**src/rtl/inference_perf_monitor_pkg.sv**
```systemverilog
// Shared types and defaults for the inference run monitor.
// The watchdog is only built when PERF_MON_WATCHDOG_EN is defined.
package perf_mon_pkg;

  typedef enum logic [1:0] {
    IDLE    = 2'd0,
    RUN     = 2'd1,
    DONE    = 2'd2,
    TIMEOUT = 2'd3
  } state_e;

  localparam int unsigned CntWidth         = 64;
  localparam int unsigned DefaultExitMagic = 99999;

endpackage

```
**src/rtl/inference_perf_monitor_if.sv**
```systemverilog
// Snoop bus from the scalar core plus the monitor's status/statistics outputs.
// master = core/debug side, slave = monitor.
interface perf_mon_if #(
  parameter int unsigned DWidth   = 32,
  parameter int unsigned LatWidth = 32
);
  import perf_mon_pkg::*;

  logic                rf_we_i;
  logic [4:0]          rf_waddr_i;
  logic [DWidth-1:0]   rf_wdata_i;
  logic                retire_i;

  state_e              state_o;
  logic [DWidth-1:0]   img_idx_o;
  logic [DWidth-1:0]   correct_o;
  logic [CntWidth-1:0] cycle_o;
  logic [CntWidth-1:0] instret_o;
  logic [LatWidth-1:0] lat_last_o;
  logic [LatWidth-1:0] lat_min_o;
  logic [LatWidth-1:0] lat_max_o;
  logic                img_done_o;
  logic                done_o;
  logic                timeout_o;

  modport master (
    output rf_we_i, rf_waddr_i, rf_wdata_i, retire_i,
    input  state_o, img_idx_o, correct_o, cycle_o, instret_o,
           lat_last_o, lat_min_o, lat_max_o, img_done_o, done_o, timeout_o
  );

  modport slave (
    input  rf_we_i, rf_waddr_i, rf_wdata_i, retire_i,
    output state_o, img_idx_o, correct_o, cycle_o, instret_o,
           lat_last_o, lat_min_o, lat_max_o, img_done_o, done_o, timeout_o
  );

endinterface

```
**src/rtl/inference_perf_monitor_lat_tracker.sv**
```systemverilog
// Per-image latency tracker: saturating running count plus last/min/max of completed images.
// The completed latency includes the boundary cycle itself, hence lat_cur+1.
module perf_lat_tracker #(
  parameter int unsigned LatWidth = 32
) (
  input  logic                clk_i,
  input  logic                rst_ni,
  input  logic                clear,
  input  logic                tick,
  input  logic                capture,
  input  logic                skip_stats,
  output logic [LatWidth-1:0] lat_last,
  output logic [LatWidth-1:0] lat_min,
  output logic [LatWidth-1:0] lat_max
);

  localparam logic [LatWidth-1:0] LatAllOnes = '1;
  localparam logic [LatWidth-1:0] LatOne     = LatWidth'(1);

  logic [LatWidth-1:0] lat_cur;
  logic [LatWidth-1:0] lat_done;

  function automatic logic [LatWidth-1:0] sat_inc(input logic [LatWidth-1:0] v);
    return (v == LatAllOnes) ? v : v + LatOne;
  endfunction

  assign lat_done = sat_inc(lat_cur);

  always_ff @(posedge clk_i or negedge rst_ni) begin
    if (!rst_ni) begin
      lat_cur  <= '0;
      lat_last <= '0;
      lat_min  <= LatAllOnes;
      lat_max  <= '0;
    end else begin
      if (clear || capture) begin
        lat_cur <= '0;
      end else if (tick) begin
        lat_cur <= lat_done;
      end
      // A restart to image 0 ends the running count but is not a real image.
      if (capture && !skip_stats) begin
        lat_last <= lat_done;
        if (lat_done < lat_min) lat_min <= lat_done;
        if (lat_done > lat_max) lat_max <= lat_done;
      end
    end
  end

endmodule

```
**src/rtl/inference_perf_monitor.sv**
```systemverilog
// Run monitor for the MLP inference program: snoops GPR writes, counts cycles/retires in RUN,
// and records per-image latency. Optional watchdog built when PERF_MON_WATCHDOG_EN is defined.
module inference_perf_monitor
  import perf_mon_pkg::*;
#(
  parameter int unsigned DWidth    = 32,
  parameter int unsigned LatWidth  = 32,
  parameter int unsigned NumOfTest = 1000,
  parameter int unsigned ProgReg   = 26,
  parameter int unsigned CorrReg   = 27,
  parameter int unsigned ExitReg   = 25,
  parameter int unsigned ExitMagic = DefaultExitMagic
`ifdef PERF_MON_WATCHDOG_EN
  ,
  parameter int unsigned TimeoutCyc = 2**24
`endif
) (
  input  logic      clk_i,
  input  logic      rst_ni,
  perf_mon_if.slave mon
);

  state_e              state_q, state_d;
  logic [DWidth-1:0]   img_idx_q, correct_q;
  logic [CntWidth-1:0] cycle_q, instret_q;
  logic                img_done_q;

  logic wr_vld, prog_wr, corr_wr, exit_wr;
  logic in_run, run_start, snoop_en, boundary, finish, wd_expire, skip_stats;

  assign wr_vld    = mon.rf_we_i && (mon.rf_waddr_i != 5'd0);
  assign prog_wr   = wr_vld && (mon.rf_waddr_i == 5'(ProgReg));
  assign corr_wr   = wr_vld && (mon.rf_waddr_i == 5'(CorrReg));
  assign exit_wr   = wr_vld && (mon.rf_waddr_i == 5'(ExitReg));

  assign in_run    = (state_q == RUN);
  assign run_start = (state_q == IDLE) && mon.retire_i;
  assign snoop_en  = (state_q == IDLE) || (state_q == RUN);
  assign boundary  = in_run && prog_wr && (mon.rf_wdata_i != img_idx_q);
  assign finish    = in_run &&
                     ((exit_wr && (mon.rf_wdata_i == DWidth'(ExitMagic))) ||
                      (prog_wr && (mon.rf_wdata_i == DWidth'(NumOfTest))));
  assign skip_stats = (mon.rf_wdata_i == '0);

  always_ff @(posedge clk_i or negedge rst_ni) begin
    if (!rst_ni) state_q <= IDLE;
    else         state_q <= state_d;
  end

  // Normal completion wins over a watchdog expiry in the same cycle.
  always_comb begin
    state_d = state_q;
    case (state_q)
      IDLE:    if (mon.retire_i) state_d = RUN;
      RUN: begin
        if (finish)         state_d = DONE;
        else if (wd_expire) state_d = TIMEOUT;
      end
      default: state_d = state_q;
    endcase
  end

`ifdef PERF_MON_WATCHDOG_EN
  localparam int unsigned        WdWidth = (TimeoutCyc > 2) ? $clog2(TimeoutCyc) : 1;
  localparam logic [WdWidth-1:0] WdLast  = WdWidth'(TimeoutCyc - 1);

  logic [WdWidth-1:0] wd_q;

  always_ff @(posedge clk_i or negedge rst_ni) begin
    if (!rst_ni) begin
      wd_q <= '0;
    end else if (run_start || boundary) begin
      wd_q <= '0;
    end else if (in_run) begin
      wd_q <= wd_q + WdWidth'(1);
    end
  end

  assign wd_expire     = in_run && !boundary && (wd_q == WdLast);
  assign mon.timeout_o = (state_q == TIMEOUT);
`else
  assign wd_expire     = 1'b0;
  assign mon.timeout_o = 1'b0;
`endif

  // The retire that starts the run is already counted.
  always_ff @(posedge clk_i or negedge rst_ni) begin
    if (!rst_ni) begin
      cycle_q   <= '0;
      instret_q <= '0;
    end else if (run_start || in_run) begin
      cycle_q <= cycle_q + CntWidth'(1);
      if (mon.retire_i) instret_q <= instret_q + CntWidth'(1);
    end
  end

  always_ff @(posedge clk_i or negedge rst_ni) begin
    if (!rst_ni) begin
      img_idx_q  <= '0;
      correct_q  <= '0;
      img_done_q <= 1'b0;
    end else begin
      img_done_q <= boundary;
      if (snoop_en && prog_wr) img_idx_q <= mon.rf_wdata_i;
      if (snoop_en && corr_wr) correct_q <= mon.rf_wdata_i;
    end
  end

  perf_lat_tracker #(
    .LatWidth (LatWidth)
  ) u_lat (
    .clk_i      (clk_i),
    .rst_ni     (rst_ni),
    .clear      (run_start),
    .tick       (in_run),
    .capture    (boundary),
    .skip_stats (skip_stats),
    .lat_last   (mon.lat_last_o),
    .lat_min    (mon.lat_min_o),
    .lat_max    (mon.lat_max_o)
  );

  assign mon.state_o    = state_q;
  assign mon.img_idx_o  = img_idx_q;
  assign mon.correct_o  = correct_q;
  assign mon.cycle_o    = cycle_q;
  assign mon.instret_o  = instret_q;
  assign mon.img_done_o = img_done_q;
  assign mon.done_o     = (state_q == DONE);

endmodule
```
**src/flat_wrapper.sv**
```systemverilog
// flat-port wrapper written by rule: the top's interface ports become plain ports
module inference_perf_monitor_flat import perf_mon_pkg::*;
#(
  parameter int unsigned DWidth    = 32,
  parameter int unsigned LatWidth  = 32,
  parameter int unsigned NumOfTest = 1000,
  parameter int unsigned ProgReg   = 26,
  parameter int unsigned CorrReg   = 27,
  parameter int unsigned ExitReg   = 25,
  parameter int unsigned ExitMagic = DefaultExitMagic

)
  (clk_i, rst_ni, mon_rf_we_i, mon_rf_waddr_i, mon_rf_wdata_i, mon_retire_i, mon_state_o, mon_img_idx_o, mon_correct_o, mon_cycle_o, mon_instret_o, mon_lat_last_o, mon_lat_min_o, mon_lat_max_o, mon_img_done_o, mon_done_o, mon_timeout_o);
  perf_mon_if #(.DWidth(DWidth), .LatWidth(LatWidth)) mon_i ();
  input  logic clk_i;
  input  logic rst_ni;
  input wire logic [$bits(mon_i.rf_we_i)-1:0] mon_rf_we_i;
  input wire logic [$bits(mon_i.rf_waddr_i)-1:0] mon_rf_waddr_i;
  input wire logic [$bits(mon_i.rf_wdata_i)-1:0] mon_rf_wdata_i;
  input wire logic [$bits(mon_i.retire_i)-1:0] mon_retire_i;
  output wire logic [$bits(mon_i.state_o)-1:0] mon_state_o;
  output wire logic [$bits(mon_i.img_idx_o)-1:0] mon_img_idx_o;
  output wire logic [$bits(mon_i.correct_o)-1:0] mon_correct_o;
  output wire logic [$bits(mon_i.cycle_o)-1:0] mon_cycle_o;
  output wire logic [$bits(mon_i.instret_o)-1:0] mon_instret_o;
  output wire logic [$bits(mon_i.lat_last_o)-1:0] mon_lat_last_o;
  output wire logic [$bits(mon_i.lat_min_o)-1:0] mon_lat_min_o;
  output wire logic [$bits(mon_i.lat_max_o)-1:0] mon_lat_max_o;
  output wire logic [$bits(mon_i.img_done_o)-1:0] mon_img_done_o;
  output wire logic [$bits(mon_i.done_o)-1:0] mon_done_o;
  output wire logic [$bits(mon_i.timeout_o)-1:0] mon_timeout_o;
  assign mon_i.rf_we_i = mon_rf_we_i;
  assign mon_i.rf_waddr_i = mon_rf_waddr_i;
  assign mon_i.rf_wdata_i = mon_rf_wdata_i;
  assign mon_i.retire_i = mon_retire_i;
  assign mon_state_o = mon_i.state_o;
  assign mon_img_idx_o = mon_i.img_idx_o;
  assign mon_correct_o = mon_i.correct_o;
  assign mon_cycle_o = mon_i.cycle_o;
  assign mon_instret_o = mon_i.instret_o;
  assign mon_lat_last_o = mon_i.lat_last_o;
  assign mon_lat_min_o = mon_i.lat_min_o;
  assign mon_lat_max_o = mon_i.lat_max_o;
  assign mon_img_done_o = mon_i.img_done_o;
  assign mon_done_o = mon_i.done_o;
  assign mon_timeout_o = mon_i.timeout_o;
  inference_perf_monitor #(.DWidth(DWidth), .LatWidth(LatWidth), .NumOfTest(NumOfTest), .ProgReg(ProgReg), .CorrReg(CorrReg), .ExitReg(ExitReg), .ExitMagic(ExitMagic)) u_core (.clk_i(clk_i), .rst_ni(rst_ni), .mon(mon_i));
endmodule
```
**config.mk**
```make
export PLATFORM = sky130hd
export DESIGN_NAME = inference_perf_monitor_flat
export DESIGN_NICKNAME = d
export VERILOG_FILES = /design/src/rtl/inference_perf_monitor_pkg.sv /design/src/rtl/inference_perf_monitor_if.sv /design/src/rtl/inference_perf_monitor_lat_tracker.sv /design/src/rtl/inference_perf_monitor.sv /design/src/flat_wrapper.sv
export SDC_FILE = /design/constraint.sdc
export NUM_CORES = 1
export LEC_CHECK = 0
export ABC_CLOCK_PERIOD_IN_PS = 7110
export BUFFER_PORTS_ARGS = -buffer_cell sky130_fd_sc_hd__buf_4
export CAP_MARGIN = 15
export CORE_ASPECT_RATIO = 0.5
export CORE_UTILIZATION = 60
export CTS_CLUSTER_DIAMETER = 50
export DETAILED_ROUTE_END_ITERATION = 12
export PLACE_DENSITY = 0.91
export SLEW_MARGIN = 0
export SYNTH_ARGS = -nofsm -noshare
export SYNTH_HDL_FRONTEND = slang
export SYNTH_SLANG_ARGS = --single-unit
```
**constraint.sdc**
```tcl
create_clock -name clk_i -period 7.11 [get_ports clk_i]
set_input_delay 1.422 -clock clk_i [delete_from_list [all_inputs] [get_ports clk_i]]
set_output_delay 1.422 -clock clk_i [all_outputs]
set_load 0.1 [all_outputs]
```
==> out/metrics.yaml <==
crit_path_start: "u_core.u_lat.lat_cur[23]"
max_stage_delay_ns: 0.72
setup_repair_after_global_routing_missed_its_margin: "false"
firstDrtPassIters: 5
clk_pin_slew_ns: 0.07
grt_util_all_layers_pct: 31.7
htree_levels: 1
simple_logic_cell_fraction_of_the_synthesized_area_pct: 13.7
timing.hold.worst.class: "register to register"
critical_path.reg2reg.startpoint: "u_core.u_lat.lat_cur[23]"
layout-drive-gt1-share_pct: 35.2
setup.worst_path.end_class: "register"
p_per_area_nw_per_um2: 324
routabilityCongestion: 0.908
global_route.overflow_total: 0
grt_pass1_vias: 12400
fp.dieH_um: 117
detail_route.drc_violations: 0
yosysWarnings: 0
cts_post_setup_buffers_inserted: 0
cts.path.max_buffers: 3
syn_nets: 1455
cts_tree: "done"
timing.reg2reg.setup_slack_ns: 1.52
data_arrival_time_of_the_worst_path_ns: 6.08
final_period_minus_worst_setup_slack_ns: 5.59
grt_antenna_before_repair: 0
finalWirelength_mm: 43.9
worstSetupEndpoint: "u_core.u_lat.lat_min[0]"
synthXorXnorAreaFrac_pct: 10.3
post_cts.resized_instances: 0
hold-worst-slack_ns: 0.469
unique_masters_post_synth: 54
hpwl_after_dpl_mm: 31.5
number_of_diodes_added_for_antenna_fixing: 0
clock_tree.root_cell: "clkbuf_16"
avg_inst_size_synth_sq_um: 11.8
setup.worst_path.start_class: "register"
fp-row-count: 41
drt-wirelength-per-cell_um: 21.3
count_of_flip_flops_with_a_built_in_enable_after_synthesis: 0
final_hold_fails: 0
ir_drop_uv: 343
endpoint_of_the_worst_slack_reg_to_reg_timing_path: "u_core.u_lat.lat_min[0]"
final_antenna_net_count: 0
crit_fanout: 17
grt_pass1_wl_mm: 67.9
multiplexer_fraction_of_the_synthesized_cell_area_pct: 12.2
io_pins: 334
critical_path_cell_by_cell: "nand4_1 > nor4_4 > nand3_1 > nand4b_1 > nor2_1 > xnor2_1 > ha_1 > nand4_1 > nor4_1 > nand2_1 > nor2_1 > o2111ai_1 > o2111ai_4 > buf_4 > mux2_2"
area_enclosed_by_the_die_boundary_sq_um: 27100
numCtsBuffers: 29
drv_slew: 0
most_used_flip_flop_cell_after_synthesis: "dfrtp_1"
holdBufCountCts: 0
numClockSinks: 323
initial_utilization_pct: 62.0
synthesis_to_finish_area_growth_pct: 24.9
route.vias.total: 12300
finalSetupViolCount: 0
postSynth.asyncResetShare_pct: 100
r2r_cells: 15
achievable-frequency_mhz: 179
worst-slew-pin-transition_ns: 1.15
run_status: "finished, final reports clean"
global_route.usage.met3_pct: 6.76
via_per_inst: 6.01
finClkSkew_ns: 0.0241
drt_iter0_drc: 994
worstSetupPathType: "register to register"
cpMaxStageDelayCell: "o2111ai_4"
arithmetic_cell_share_of_the_synthesized_area_counting_full_adders_half_adders_and_majority_gates_pct: 5.21
synth_top_family_by_area: "simple AND/OR/NAND/NOR gates"
share_of_the_synthesized_area_in_compound_gates_ao_oa_aoi_oai_pct: 4.59
portBuffers: 332
power.static_leakage_nw: 9.53
finalPower_w: 0.00641
layout.cells.most_common: "buf_4"
min_period_over_period_pct: 78.7
top_usage_layer: "met2"
grt_use_met2_pct: 54.2
layout_common_cells: "buf_4 (340), dfrtp_1 (291), xnor2_1 (146), mux2_2 (131), inv_1 (75)"
synth_area_sq_um: 15800
grt_start_max_net_pins: 132
groute.layer.met1.usage_pct: 41.4
setup_tns_ns: 0
ys_seq_elements: 323
insertion_delay_ns: 0.57
ys_seq_area_share_pct: 51.3
max_slew_margin_pct: 22.3
timing.hold.worst.start: "u_core.mon.cycle_o[63]"
post_synth_inst_count: 1348
cp.required_ns: 7.59
dieWidth_um: 232
fin_nets: 1796
cap_violations: 0
fp.coreArea_sq_um: 25500
==> worst min path at each step <==
stage / endpoint / depth (start not counted)
2_1_floorplan: u_core.u_lat.lat_cur[27] / 1
3_3_place_gp: u_core.mon.cycle_o[63] / 1
3_5_place_dp: u_core.mon.cycle_o[63] / 1
4_1_cts: u_core.mon.cycle_o[63] / 1
5_1_grt: u_core.mon.cycle_o[63] / 1
6_report: u_core.mon.cycle_o[63] / 1
==> power breakdown <==
part	leakage, nW	internal [W]	switching [W]	total [W]
logic	4.78	0.000582	0.00184	0.00242
registers	4.23	0.00205	0.000220	0.00227
clock network	0.516	0.00101	0.000715	0.00172
==> logic make-up (layout without fill, tap and decap cells) <==
| kind of cell | count (synthesis) | count (layout) |
|---|---|---|
| and+or+nand+nor | 396 | 396 |
| buffers and inverters | 107 | 471 |
| AOI/OAI and AO/OA | 107 | 107 |
| xor gates and xnor gates | 186 | 186 |
| muxes | 162 | 162 |
| DFF | 323 | 323 |
| adders and majority gates | 66 | 66 |
| other | 1 | 1 |
==> critical path: cells and delay by family (launching register included) <==
kind                       cells  cell delay [ns]
AOI/OAI and AO/OA              2             0.92
and+or+nand+nor                9             2.59
DFF                            1             0.44
adders and majority gates      1             0.23
buffers and inverters          1             0.45
muxes                          1             0.38
xor gates and xnor gates       1             0.47
==> registers in the layout, indices dropped and copies added (netlist names) <==
signal and count:
u_core.mon.correct_o 32, u_core.mon.cycle_o 64, u_core.mon.img_done_o 1, u_core.mon.img_idx_o 32
u_core.mon.instret_o 64, u_core.mon.state_o 2, u_core.u_lat.lat_cur 32, u_core.u_lat.lat_last 32
u_core.u_lat.lat_max 32, u_core.u_lat.lat_min 32
==> Yosys cell counts (2+ instances only) <==
cell type	count	area share (%)
buf_6	3	0.21
nor2b_1	5	0.20
and4_1	15	0.83
a211oi_1	6	0.28
dfstp_2	32	5.3
nand4b_1	3	0.17
a31oi_1	5	0.20
nor4_1	17	0.67
dfrtp_1	291	46
a22o_1	22	1.2
buf_2	4	0.13
or2_2	5	0.20
a311oi_1	2	0.11
and3_1	27	1.1
nor2_1	57	1.3
mux2_4	30	2.8
nand2b_1	6	0.24
clkbuf_1	23	0.54
and4b_1	2	0.13
xnor2_1	146	8.1
mux2_2	131	9.3
nand3_1	73	2.3
and2_1	12	0.47
o211ai_1	5	0.24
a21oi_1	24	0.76
nor3_1	15	0.47
nand2_1	69	1.6
inv_1	75	1.8
ha_1	66	5.2
nand4_1	69	2.7
nor4_4	2	0.27
o21ai_0	24	0.76
o21bai_1	4	0.19
xor2_1	40	2.2
o21a_1	8	0.38
o21ba_2	2	0.13
or3_1	11	0.43
==> per-layer routing <==
metal	part of all wire, %	wire [um]
met1	41	18000
met2	49	21500
met3	7.2	3140
met4	2.7	1180
met5	0	0
==> metrics by stage <==
step / std cells / area [sq um] / setup slack, ns / utilization (%)
2_1_floorplan: 1348 / 15800 / 3.05 / -
3_3_place_gp: 2002 / 18800 / 1.92 / 73.4
3_5_place_dp: 2002 / 18800 / 1.69 / 73.4
4_1_cts: 2056 / 19800 / 1.61 / 77.5
5_1_grt: 2056 / 19800 / 1.23 / 77.5
6_report: 2056 / 19800 / 1.52 / 77.5
==> cell type report <==
class / count / area, sq um
Timing Repair Buffer: 342 / 2590
Multi-Input combinational cell: 918 / 7330
Inverter: 75 / 282
Sequential cell: 323 / 8120
Clock buffer: 42 / 845
Tap cell: 344 / 430
Clock inverter: 12 / 200
Fill cell: 1538 / 5750
Note: power is estimated with default switching activity, not from simulation.
